**src/rtl/mux_tree_pipe_n.sv**
```systemverilog
// Pipelined 2**ADDR:1 mux tree: S levels of 2**LVL_BITS:1 muxes, each followed by a
// register stage with valid/ready flow control and bubble collapsing.
module mux_tree_pipe_n #(
    parameter int N        = 4,
    parameter int ADDR     = 6,
    parameter int LVL_BITS = 3
) (
    input  logic            clk_i,
    input  logic            rst_i,
    input  logic [N-1:0]    data_i [0:2**ADDR-1],
    input  logic [ADDR-1:0] sel_i,
    input  logic            valid_i,
    output logic            ready_o,
    output logic [N-1:0]    data_o,
    output logic            valid_o,
    input  logic            ready_i
);

    localparam int S = (ADDR + LVL_BITS - 1) / LVL_BITS;

    function automatic int lvl_hi(input int k);
        return (k * LVL_BITS > ADDR) ? ADDR : k * LVL_BITS;
    endfunction

    function automatic int stg_cnt(input int k);
        return 1 << (ADDR - lvl_hi(k));
    endfunction

    function automatic int stg_sw(input int k);
        return ADDR - lvl_hi(k);
    endfunction

    function automatic int data_off(input int k);
        int acc;
        acc = 0;
        for (int i = 0; i < k; i++) acc += N * stg_cnt(i);
        return acc;
    endfunction

    function automatic int sel_off(input int k);
        int acc;
        acc = 0;
        for (int i = 0; i < k; i++) acc += stg_sw(i);
        return acc;
    endfunction

    localparam int DATA_BITS = data_off(S + 1);
    localparam int SEL_BITS  = sel_off(S);

    // Stage k of these buses is the input of level k; stage S carries the final result.
    logic [DATA_BITS-1:0] stg_data;
    logic [SEL_BITS-1:0]  stg_sel;
    logic [S-1:0]         vld;
    logic [S-1:0]         adv;

    for (genvar k = 0; k < 2**ADDR; k++) begin : g_in
        assign stg_data[k*N +: N] = data_i[k];
    end
    assign stg_sel[0 +: ADDR] = sel_i;

    // Unrolled form of adv[j] = !vld[j] | adv[j+1]: a level may load when downstream
    // accepts or any level from j to the output holds a bubble.
    for (genvar j = 0; j < S; j++) begin : g_adv
        assign adv[j] = ready_i | ~(&vld[S-1:j]);
    end

    for (genvar j = 0; j < S; j++) begin : g_lvl
        localparam int LO  = lvl_hi(j);
        localparam int HI  = lvl_hi(j + 1);
        localparam int W   = HI - LO;
        localparam int IC  = stg_cnt(j);
        localparam int OC  = stg_cnt(j + 1);
        localparam int ISW = stg_sw(j);
        localparam int OSW = stg_sw(j + 1);
        localparam int GRP = 1 << W;

        logic [N*IC-1:0] din;
        logic [ISW-1:0]  sin;
        logic [W-1:0]    sel_lo;
        logic            vin;
        logic [N*OC-1:0] data_d;
        logic [N*OC-1:0] data_q;
        logic            vld_q;

        assign din    = stg_data[data_off(j) +: N*IC];
        assign sin    = stg_sel[sel_off(j) +: ISW];
        assign sel_lo = sin[W-1:0];

        if (j == 0) begin : g_head
            assign vin = valid_i;
        end else begin : g_body
            assign vin = vld[j-1];
        end

        always_comb begin
            data_d = '0;
            for (int unsigned o = 0; o < OC; o++) begin
                data_d[o*N +: N] = din[(o*GRP + 32'(sel_lo))*N +: N];
            end
        end

        always_ff @(posedge clk_i) begin
            if (rst_i) begin
                vld_q  <= 1'b0;
                data_q <= '0;
            end else if (adv[j]) begin
                vld_q <= vin;
                if (vin) data_q <= data_d;
            end
        end

        assign vld[j] = vld_q;
        assign stg_data[data_off(j+1) +: N*OC] = data_q;

        if (j < S - 1) begin : g_sel
            logic [OSW-1:0] sel_d;
            logic [OSW-1:0] sel_q;

            assign sel_d = sin[ISW-1:W];

            always_ff @(posedge clk_i) begin
                if (rst_i) begin
                    sel_q <= '0;
                end else if (adv[j] && vin) begin
                    sel_q <= sel_d;
                end
            end

            assign stg_sel[sel_off(j+1) +: OSW] = sel_q;
        end
    end

    assign ready_o = adv[0];
    assign valid_o = vld[S-1];
    assign data_o  = stg_data[data_off(S) +: N];

endmodule

```
**config.mk**
```make
export PLATFORM = sky130hd
export DESIGN_NAME = mux_tree_pipe_n
export DESIGN_NICKNAME = d
export VERILOG_FILES = /design/src/rtl/mux_tree_pipe_n.sv
export SDC_FILE = /design/constraint.sdc
export NUM_CORES = 1
export LEC_CHECK = 0
export ABC_CLOCK_PERIOD_IN_PS = 1700
export BUFFER_PORTS_ARGS = -buffer_cell sky130_fd_sc_hd__buf_2
export CAP_MARGIN = 20
export CORE_AREA = 2 2 105 107
export CTS_CLUSTER_DIAMETER = 40
export DETAILED_ROUTE_END_ITERATION = 10
export DIE_AREA = 0 0 107 109
export PLACE_DENSITY = 0.73
export SKIP_CTS_REPAIR_TIMING = 1
export SLEW_MARGIN = 20
export SYNTH_ARGS = -nofsm -noshare
export SYNTH_HDL_FRONTEND = slang
export SYNTH_SLANG_ARGS = --single-unit
```
**constraint.sdc**
```tcl
create_clock -name clk_i -period 1.7 [get_ports clk_i]
set_input_delay 0.34 -clock clk_i [delete_from_list [all_inputs] [get_ports clk_i]]
set_output_delay 0.34 -clock clk_i [all_outputs]
set_load 0.01 [all_outputs]
```
# --- After elaboration in Yosys (flattened, before gate mapping) ---
# Cells that the tools add are included.
# Widths: inputs -> output; s select.
word_totals:
  register_bits: 41
  out_inout_bits: 6
  input_bits: 266
  elab_cells: 29
op_classes:
  reduce_logical: 4
  bitwise: 4
  add_sub_neg: 7
  shift: 9
ops:
  columns: ["operator", "count"]
  rows:
  - ["$shiftx 256x10->4", 4]
  - ["$shiftx 256x9->4", 2]
  - ["$shiftx 256x6->4", 1]
  - ["$shiftx 256x8->4", 1]
  - ["$shiftx 32x6->4", 1]
  - ["$add 6x3->7 const A", 4]
  - ["$add 5x3->6 const A", 2]
  - ["$reduce_and 2->1", 3]
  - ["$add 4x3->5 const A", 1]
  - ["$not 1->1", 2]
  - ["$or 1x1->1", 2]
  - ["$logic_and 1x1->1", 1]

# --- Longest topological paths before layout ---
# Gate-level depths: netlist (run 1).
depth:
  word_depth: 4
  ltp_mapped: 5
  mapped_depth_nobuf: 4

# --- Least setup slack after synthesis (run 1) ---
# OpenSTA, ideal clock, no wires.
synth_path:
  path_kind: "input-to-reg"
  from: "in sel_i[0]"
  to: "reg g_lvl[0].data_q[21]"
  path_stages: 5
  required_ns: 1.558
  path_slack_ns: 0.282
  setup_ns: 0.142
  path_buffers: 2
  arrival_time_ns: 1.276
  path_cell_list: "buf_4 -> buf_4 -> mux2_2 -> a22oi_1 -> a311oi_1"
synth_between:
  elab_chain_len: 2
synth_lines:
  columns: ["item", "line_no", "source"]
  rows:
  - ["from (decl)", "11", "input logic [ADDR-1:0] sel_i,"]
  - ["$add 6x3->7", "98", "data_d[o*N +: N] = din[(o*GRP + 32'(sel_lo))*N +: N];"]
  - ["$shiftx 256x10->4", "98", null]
  - ["to (signal assigned)", "108", "if (vin) data_q <= data_d;"]
  - ["to (decl)", "82", "logic [N*OC-1:0] data_q;"]
# Every way passes these cells.
# A chain may end at the register's enable or synchronous reset.

# --- Worst setup path in the final report (run 1) ---
layout_path:
  from: "reg g_lvl[1].vld_q (netlist: valid_o)"
  to: "out ready_o"
layout_between:
  elab_chain_len: 3
layout_lines:
  columns: ["item", "line_no", "source"]
  rows:
  - ["from (decl)", "83", "logic vld_q;"]
  - ["from (signal assigned)", "107", "vld_q <= vin;"]
  - ["$reduce_and 2->1", "64", "assign adv[j] = ready_i | ~(&vld[S-1:j]);"]
  - ["$not 1->1", "64", null]
  - ["$or 1x1->1", "64", null]
  - ["to (decl)", "13", "output logic ready_o,"]
# Every way passes these cells.

==> results.txt, run 1 <==
Ys Warns -> 0
Post-DRT Antenna Nets -> 0
Core Area -> 10600 µm²
Reg2reg start -> valid_o
Final core area utilization -> 51.44%
Grt ovf -> 0
Minimum clock period -> 1.631 ns
Synth cell types -> 24
Yosys top cell area share -> 21.44%
Iteration-0 DRC Markers -> 132
Port Buffers -> 271
Final hold viol count -> 0
Final Wtd Congestion -> 0.8207
DIE WIDTH -> 107 µm
WS Path Type -> reg -> out
Total power -> 0.002945 W
Max_slew headroom -> 66.69%
Hold slack -> 0.2976 ns
Synth-to-Final Area Change -> 42.45%
Die H -> 109 µm
Initial core utilization -> 36.11%
Hold path cells -> 3
Largest cells by area after synthesis -> dfxtp_1 21%, mux2i_1 21%, mux2_2 19%
Slowest CP cell -> dfxtp_1
Worst Reg-to-Reg Cells -> 6
Fin crit share -> 95.93%
Slew @ Worst Pin -> 0.4986 ns
Row cnt -> 38
Global router's overall resource usage -> 21.64%
Pwr dens -> 540.0 nW/µm²
Reg-to-reg setup timing slack -> 0.13 ns
Arrival time worst endpoint -> 1.29 ns
Seq/Total Area, Yosys -> 21.44%
Buf/Inv on CP -> 3
Worst R2R End -> g_lvl[0].data_q[26]
CTS Buf Count -> 5
RSZ-0062 raised after global routing -> no
Worst Hold Endpoint -> g_lvl[0].g_sel.sel_q[2]
Clock Skew -> 0.01118 ns
Register bit total from synthesis -> 41
Synth Net Count -> 664
Vias in the first global route -> 4357
# Max-Cap Violations -> 0
Nets -> 919
DRT Pass-1 Iters -> 4
Full die area -> 11660 µm²
Root Driver -> clkbuf_8
Crit Path Max Fanout -> 6
# IOs -> 272
CP max stage delay -> 0.35 ns
First-pass GRT wire length -> 20160 µm
H-tree depth -> 2
Detailed Route WL -> 13200 µm
Antenna Diode Count -> 0
Largest net degree at the start of global routing -> 45
DP HPWL -> 10740 µm
DRC violations left -> 0
WP depth -> 4
Share of cells above drive strength 1 -> 56.27%
Clock buffer depth -> 2
Vias per cell -> 5.349
Slew Limit Fails -> 0
FMAX -> 613.2 MHz
Clk sink count -> 41
Post-detailed-route wirelength per cell -> 16.62 µm
CP Launch Type -> register
CTS tree -> yes
Syn avg cell area -> 9.620 µm²
Leading area contributor after synthesis -> dfxtp_1
Peak VDD IR -> 288.2 µV
Setup crit end kind -> primary output
Leakage -> 2.554 nW
Min-delay src -> sel_i[5]
Worst Hold Class -> in -> reg
# setup viols final -> 0
Clock Latency Late Sink -> 0.29 ns
Clk pin slew, worst setup/hold paths -> 0.09 ns
Synthesized area -> 3829 µm²
Initial antenna violation count -> 1
Required @ worst endpoint -> 1.36 ns
Largest delay share family, worst path -> buffers and inverters
Post-Syn Instances -> 398
Crit-path cells -> and3b_2 > buf_4 > inv_2 > buf_2
Via count -> 4247
Status -> complete, no violations
synth_stat cells:
master	n
or2_1	1
nor2_1	4
nand2b_1	2
nor2b_1	4
a22oi_1	40
and3b_1	1
mux2_2	64
a32o_1	4
clkbuf_1	15
buf_6	8
buf_1	1
a311oi_1	32
mux2i_1	80
o21ai_0	3
inv_2	1
nor3b_1	1
nand3_1	3
inv_1	1
and2_1	2
dfxtp_1	41
o22a_1	32
buf_4	8
a21oi_1	37
buf_2	13
flip-flops by register name, indices dropped and copies added, names as in the netlist:
name	count
data_o	4
g_lvl.data_q	32
g_lvl.g_sel.sel_q	3
g_lvl.vld_q	1
valid_o	1
kinds of logic after synthesis:
family	count (synthesis)	share of synthesized area, %
compound gates	148	28.76
flops	41	21.44
simple gates	18	2.680
mux	144	39.74
buf+inv	47	7.385
cell type report:
class | count | area (µm²)
fill | 971 | 5149
multi-input combinational | 310 | 2736
timing repair buffer | 293 | 1603
sequential | 41 | 820.8
tap | 140 | 175.2
clock buffer | 6 | 72.57
clock inverter | 2 | 38.79
inverter | 2 | 7.507
routing by layer:
metal  part of all wire [%]  vias to the layer above  GRT usage (%)
met5                  0.053                        -              0
met4                   0.86                        2          4.731
met3                    7.0                       12          2.869
met2                     54                      205          43.81
met1                     38                     1919          23.71
li1                       -                     2109              -
where the power goes:
group | switching (W) | total (W) | internal, W | leakage [nW]
Sequential | 0.0000456 | 0.00108 | 0.00104 | 0.340
Clock | 0.000346 | 0.000787 | 0.000441 | 0.0554
Combinational | 0.000466 | 0.00108 | 0.000610 | 2.16
Total | 0.000858 | 0.00295 | 0.00209 | 2.55
placed cells by master (no fill, tap or decap), types with 2 or more instances in the layout:
| master | Yosys | routed |
|---|---|---|
| buf_2 | 13 | 270 |
| mux2i_1 | 80 | 80 |
| mux2_2 | 64 | 64 |
| dfxtp_1 | 41 | 41 |
| a22oi_1 | 40 | 40 |
| a21oi_1 | 37 | 37 |
| o22a_1 | 32 | 32 |
| a311oi_1 | 32 | 32 |
| buf_4 | 8 | 16 |
| buf_12 | 0 | 6 |
| clkbuf_8 | 0 | 5 |
| a32o_1 | 4 | 4 |
| nand3_1 | 3 | 3 |
| o21ai_0 | 3 | 3 |
| nor2b_1 | 4 | 3 |
| nor2_1 | 4 | 3 |
| nand2b_1 | 2 | 2 |
| and2_1 | 2 | 2 |
through the flow:
step	cells	setup WS, ns	instance area (µm²)	TNS [ns]
after floorplan	398	0.2819	3829	0
after global placement	786	0.06172	5336	0
after detailed placement	786	-0.01183	5336	-0.04984
after CTS	794	0.08584	5448	0
after global routing	794	0.007002	5454	0
final	794	0.06923	5454	0
tightest hold or removal path, cell delays in order:
cell and delay (ns):
buf_2 0.10, nand3_1 0.05, a21oi_1 0.05
worst max path at each step:
stage | endpoint | startpoint | slack (ns)
6_report | ready_o | valid_o | 0.07
2_1_floorplan | g_lvl[0].data_q[21] | sel_i[0] | 0.28
3_5_place_dp | g_lvl[0].data_q[14] | ready_i | -0.01
4_1_cts | g_lvl[0].data_q[9] | valid_o | 0.09
3_3_place_gp | g_lvl[0].data_q[13] | ready_i | 0.06
5_1_grt | ready_o | valid_o | 0.007
Power figures use the tool's default switching activity.
==> run 2, diff against run 1 <==
BUFFER_PORTS_ARGS = -buffer_cell sky130_fd_sc_hd__clkbuf_2   (was -buffer_cell sky130_fd_sc_hd__buf_2)
==> results.txt, run 2 (same netlist as run 1, synthesis figures left out) <==
Status -> complete, no violations
Clock buffer depth -> 2 (unchanged)
CTS Buf Count -> 5 (unchanged)
Core Area -> 10600 µm² (unchanged)
Final setup TNS -> 0 ns (unchanged)
H-tree depth -> 2 (unchanged)
WS Path Type -> reg -> out
Vias in the first global route -> 4418 (+1.4%)
# IOs -> 272 (unchanged)
Root Driver -> clkbuf_8
Share of cells above drive strength 1 -> 56.34% (+0.067 points)
Iteration-0 DRC Markers -> 135 (+2.3%)
Fin crit share -> 91.32% (-4.6 points)
CP Launch Type -> register
Final Wtd Congestion -> 0.8176 (-0.38%)
Max reg flops -> 32 (unchanged)
Final Cell Area -> 5459 µm² (about the same)
Max_slew headroom -> 65.35% (-1.3 points)
Clk sink count -> 41 (unchanged)
Port Buffers -> 271 (unchanged)
Vias per cell -> 5.447 (+1.8%)
Slew @ Worst Pin -> 0.5187 ns (+0.02008 ns)
Final core area utilization -> 51.49% (about the same)
Crit Path Max Fanout -> 6 (unchanged)
# Max-Cap Violations -> 0 (unchanged)
GR Util met3 -> 3.347% (+0.48 points)
First-pass GRT wire length -> 20210 µm (+0.24%)
Met2 usage -> 43.68% (-0.14 points)
# setup viols final -> 0 (unchanged)
Detailed Route WL -> 13410 µm (+1.6%)
DRT Pass-1 Iters -> 4 (unchanged)
Leakage -> 2.616 nW (+2.4%)
Total power -> 0.002828 W (-4.0%)
Die H -> 109 µm (unchanged)
Largest net degree at the start of global routing -> 42 (-6.7%)
Final hold viol count -> 0 (unchanged)
Slew Limit Fails -> 0 (unchanged)
GR Util met1 -> 22.48% (-1.2 points)
Via count -> 4330 (+2.0%)
Post-DRT Antenna Nets -> 0 (unchanged)
DP Area -> 5369 µm² (+0.61%)
Clock Latency Late Sink -> 0.29 ns (about the same)
Required @ worst endpoint -> 1.36 ns (about the same)
Minimum clock period -> 1.553 ns (-0.07824 ns)
Commonest non-fill, non-tap cell in the layout -> clkbuf_2
Arrival time worst endpoint -> 1.21 ns (-0.08 ns)
DP HPWL -> 10980 µm (+2.2%)
RSZ-0062 raised after global routing -> no
Initial antenna violation count -> 0 (-1)
Finished Layout Cells -> 795 (+0.13%)
Synth-to-Final Area Change -> 42.58% (about the same)
Grt ovf -> 0 (unchanged)
Largest Register -> g_lvl.data_q
Antenna Diode Count -> 0 (unchanged)
Clock Skew -> 0.004800 ns (-0.006380 ns)
Peak VDD IR -> 268.4 µV (-6.9%)
Global router's overall resource usage -> 21.56% (-0.077 points)
Pwr dens -> 518.1 nW/µm² (-4.1%)
Initial core utilization -> 36.11% (unchanged)
Post-detailed-route wirelength per cell -> 16.87 µm (+1.5%)
CTS tree -> yes
Row cnt -> 38 (unchanged)
DP Cell Count -> 787 (+0.13%)
Most frequent cells in the layout -> 270 x clkbuf_2, 80 x mux2i_1, 64 x mux2_2
Nets -> 920 (+0.11%)
Grt peak-use layer -> met2
Clk pin slew, worst setup/hold paths -> 0.09 ns (about the same)
FMAX -> 644.1 MHz (+5.0%)
Full die area -> 11660 µm² (unchanged)
DIE WIDTH -> 107 µm (unchanged)
Worst Hold Class -> in -> reg
Setup crit end kind -> primary output
DRC violations left -> 0 (unchanged)
run 2: stage by stage:
stage                     setup slack (ns)  hold slack (ns)
after floorplan                     0.2819           0.4696
after global placement              0.1508           0.4846
after detailed placement           0.07657           0.4948
after CTS                           0.1147           0.2401
after global routing               0.04757           0.2452
final                               0.1475           0.2543
run 2: final cells by class:
class / instances / area (µm²)
flip-flops and latches: 41 / 820.8
multi-input cells: 310 / 2730
inverters: 2 / 7.507
clock inverters: 3 / 21.27
clock buffers: 5 / 68.82
fillers: 967 / 5144
repair buffers: 294 / 1635
well taps: 140 / 175.2
run 2: path summary, 6_finish.rpt:
path / from / end / slack, ns / cells after the start
setup / recovery: valid_o / ready_o / 0.15 / 3
setup reg to reg: valid_o / g_lvl[0].data_q[2] / 0.34 / 5
hold reg to reg: data_o[2] / data_o[2] / 0.51 / 1
hold / removal: rst_i / valid_o / 0.25 / 2
run 2: power breakdown:
part | switching [W] | total (W) | leakage, nW | internal, W
Combinational | 0.000468 | 0.00108 | 2.23 | 0.000616
Sequential | 0.0000493 | 0.00109 | 0.340 | 0.00104
Clock | 0.000368 | 0.000659 | 0.0445 | 0.000292
run 2: metal layers:
| metal | up-vias | part of all wire, % |
|---|---|---|
| met2 | 209 | 53 |
| met1 | 1990 | 38 |
| met5 | - | 0 |
| met3 | 20 | 7.2 |
| met4 | 0 | 1.9 |
| li1 | 2111 | - |
run 2: critical path: stages, from the launching register on:
cell      delay [ns]
dfxtp_1         0.37
and3b_1         0.28
inv_2           0.12
clkbuf_2        0.15
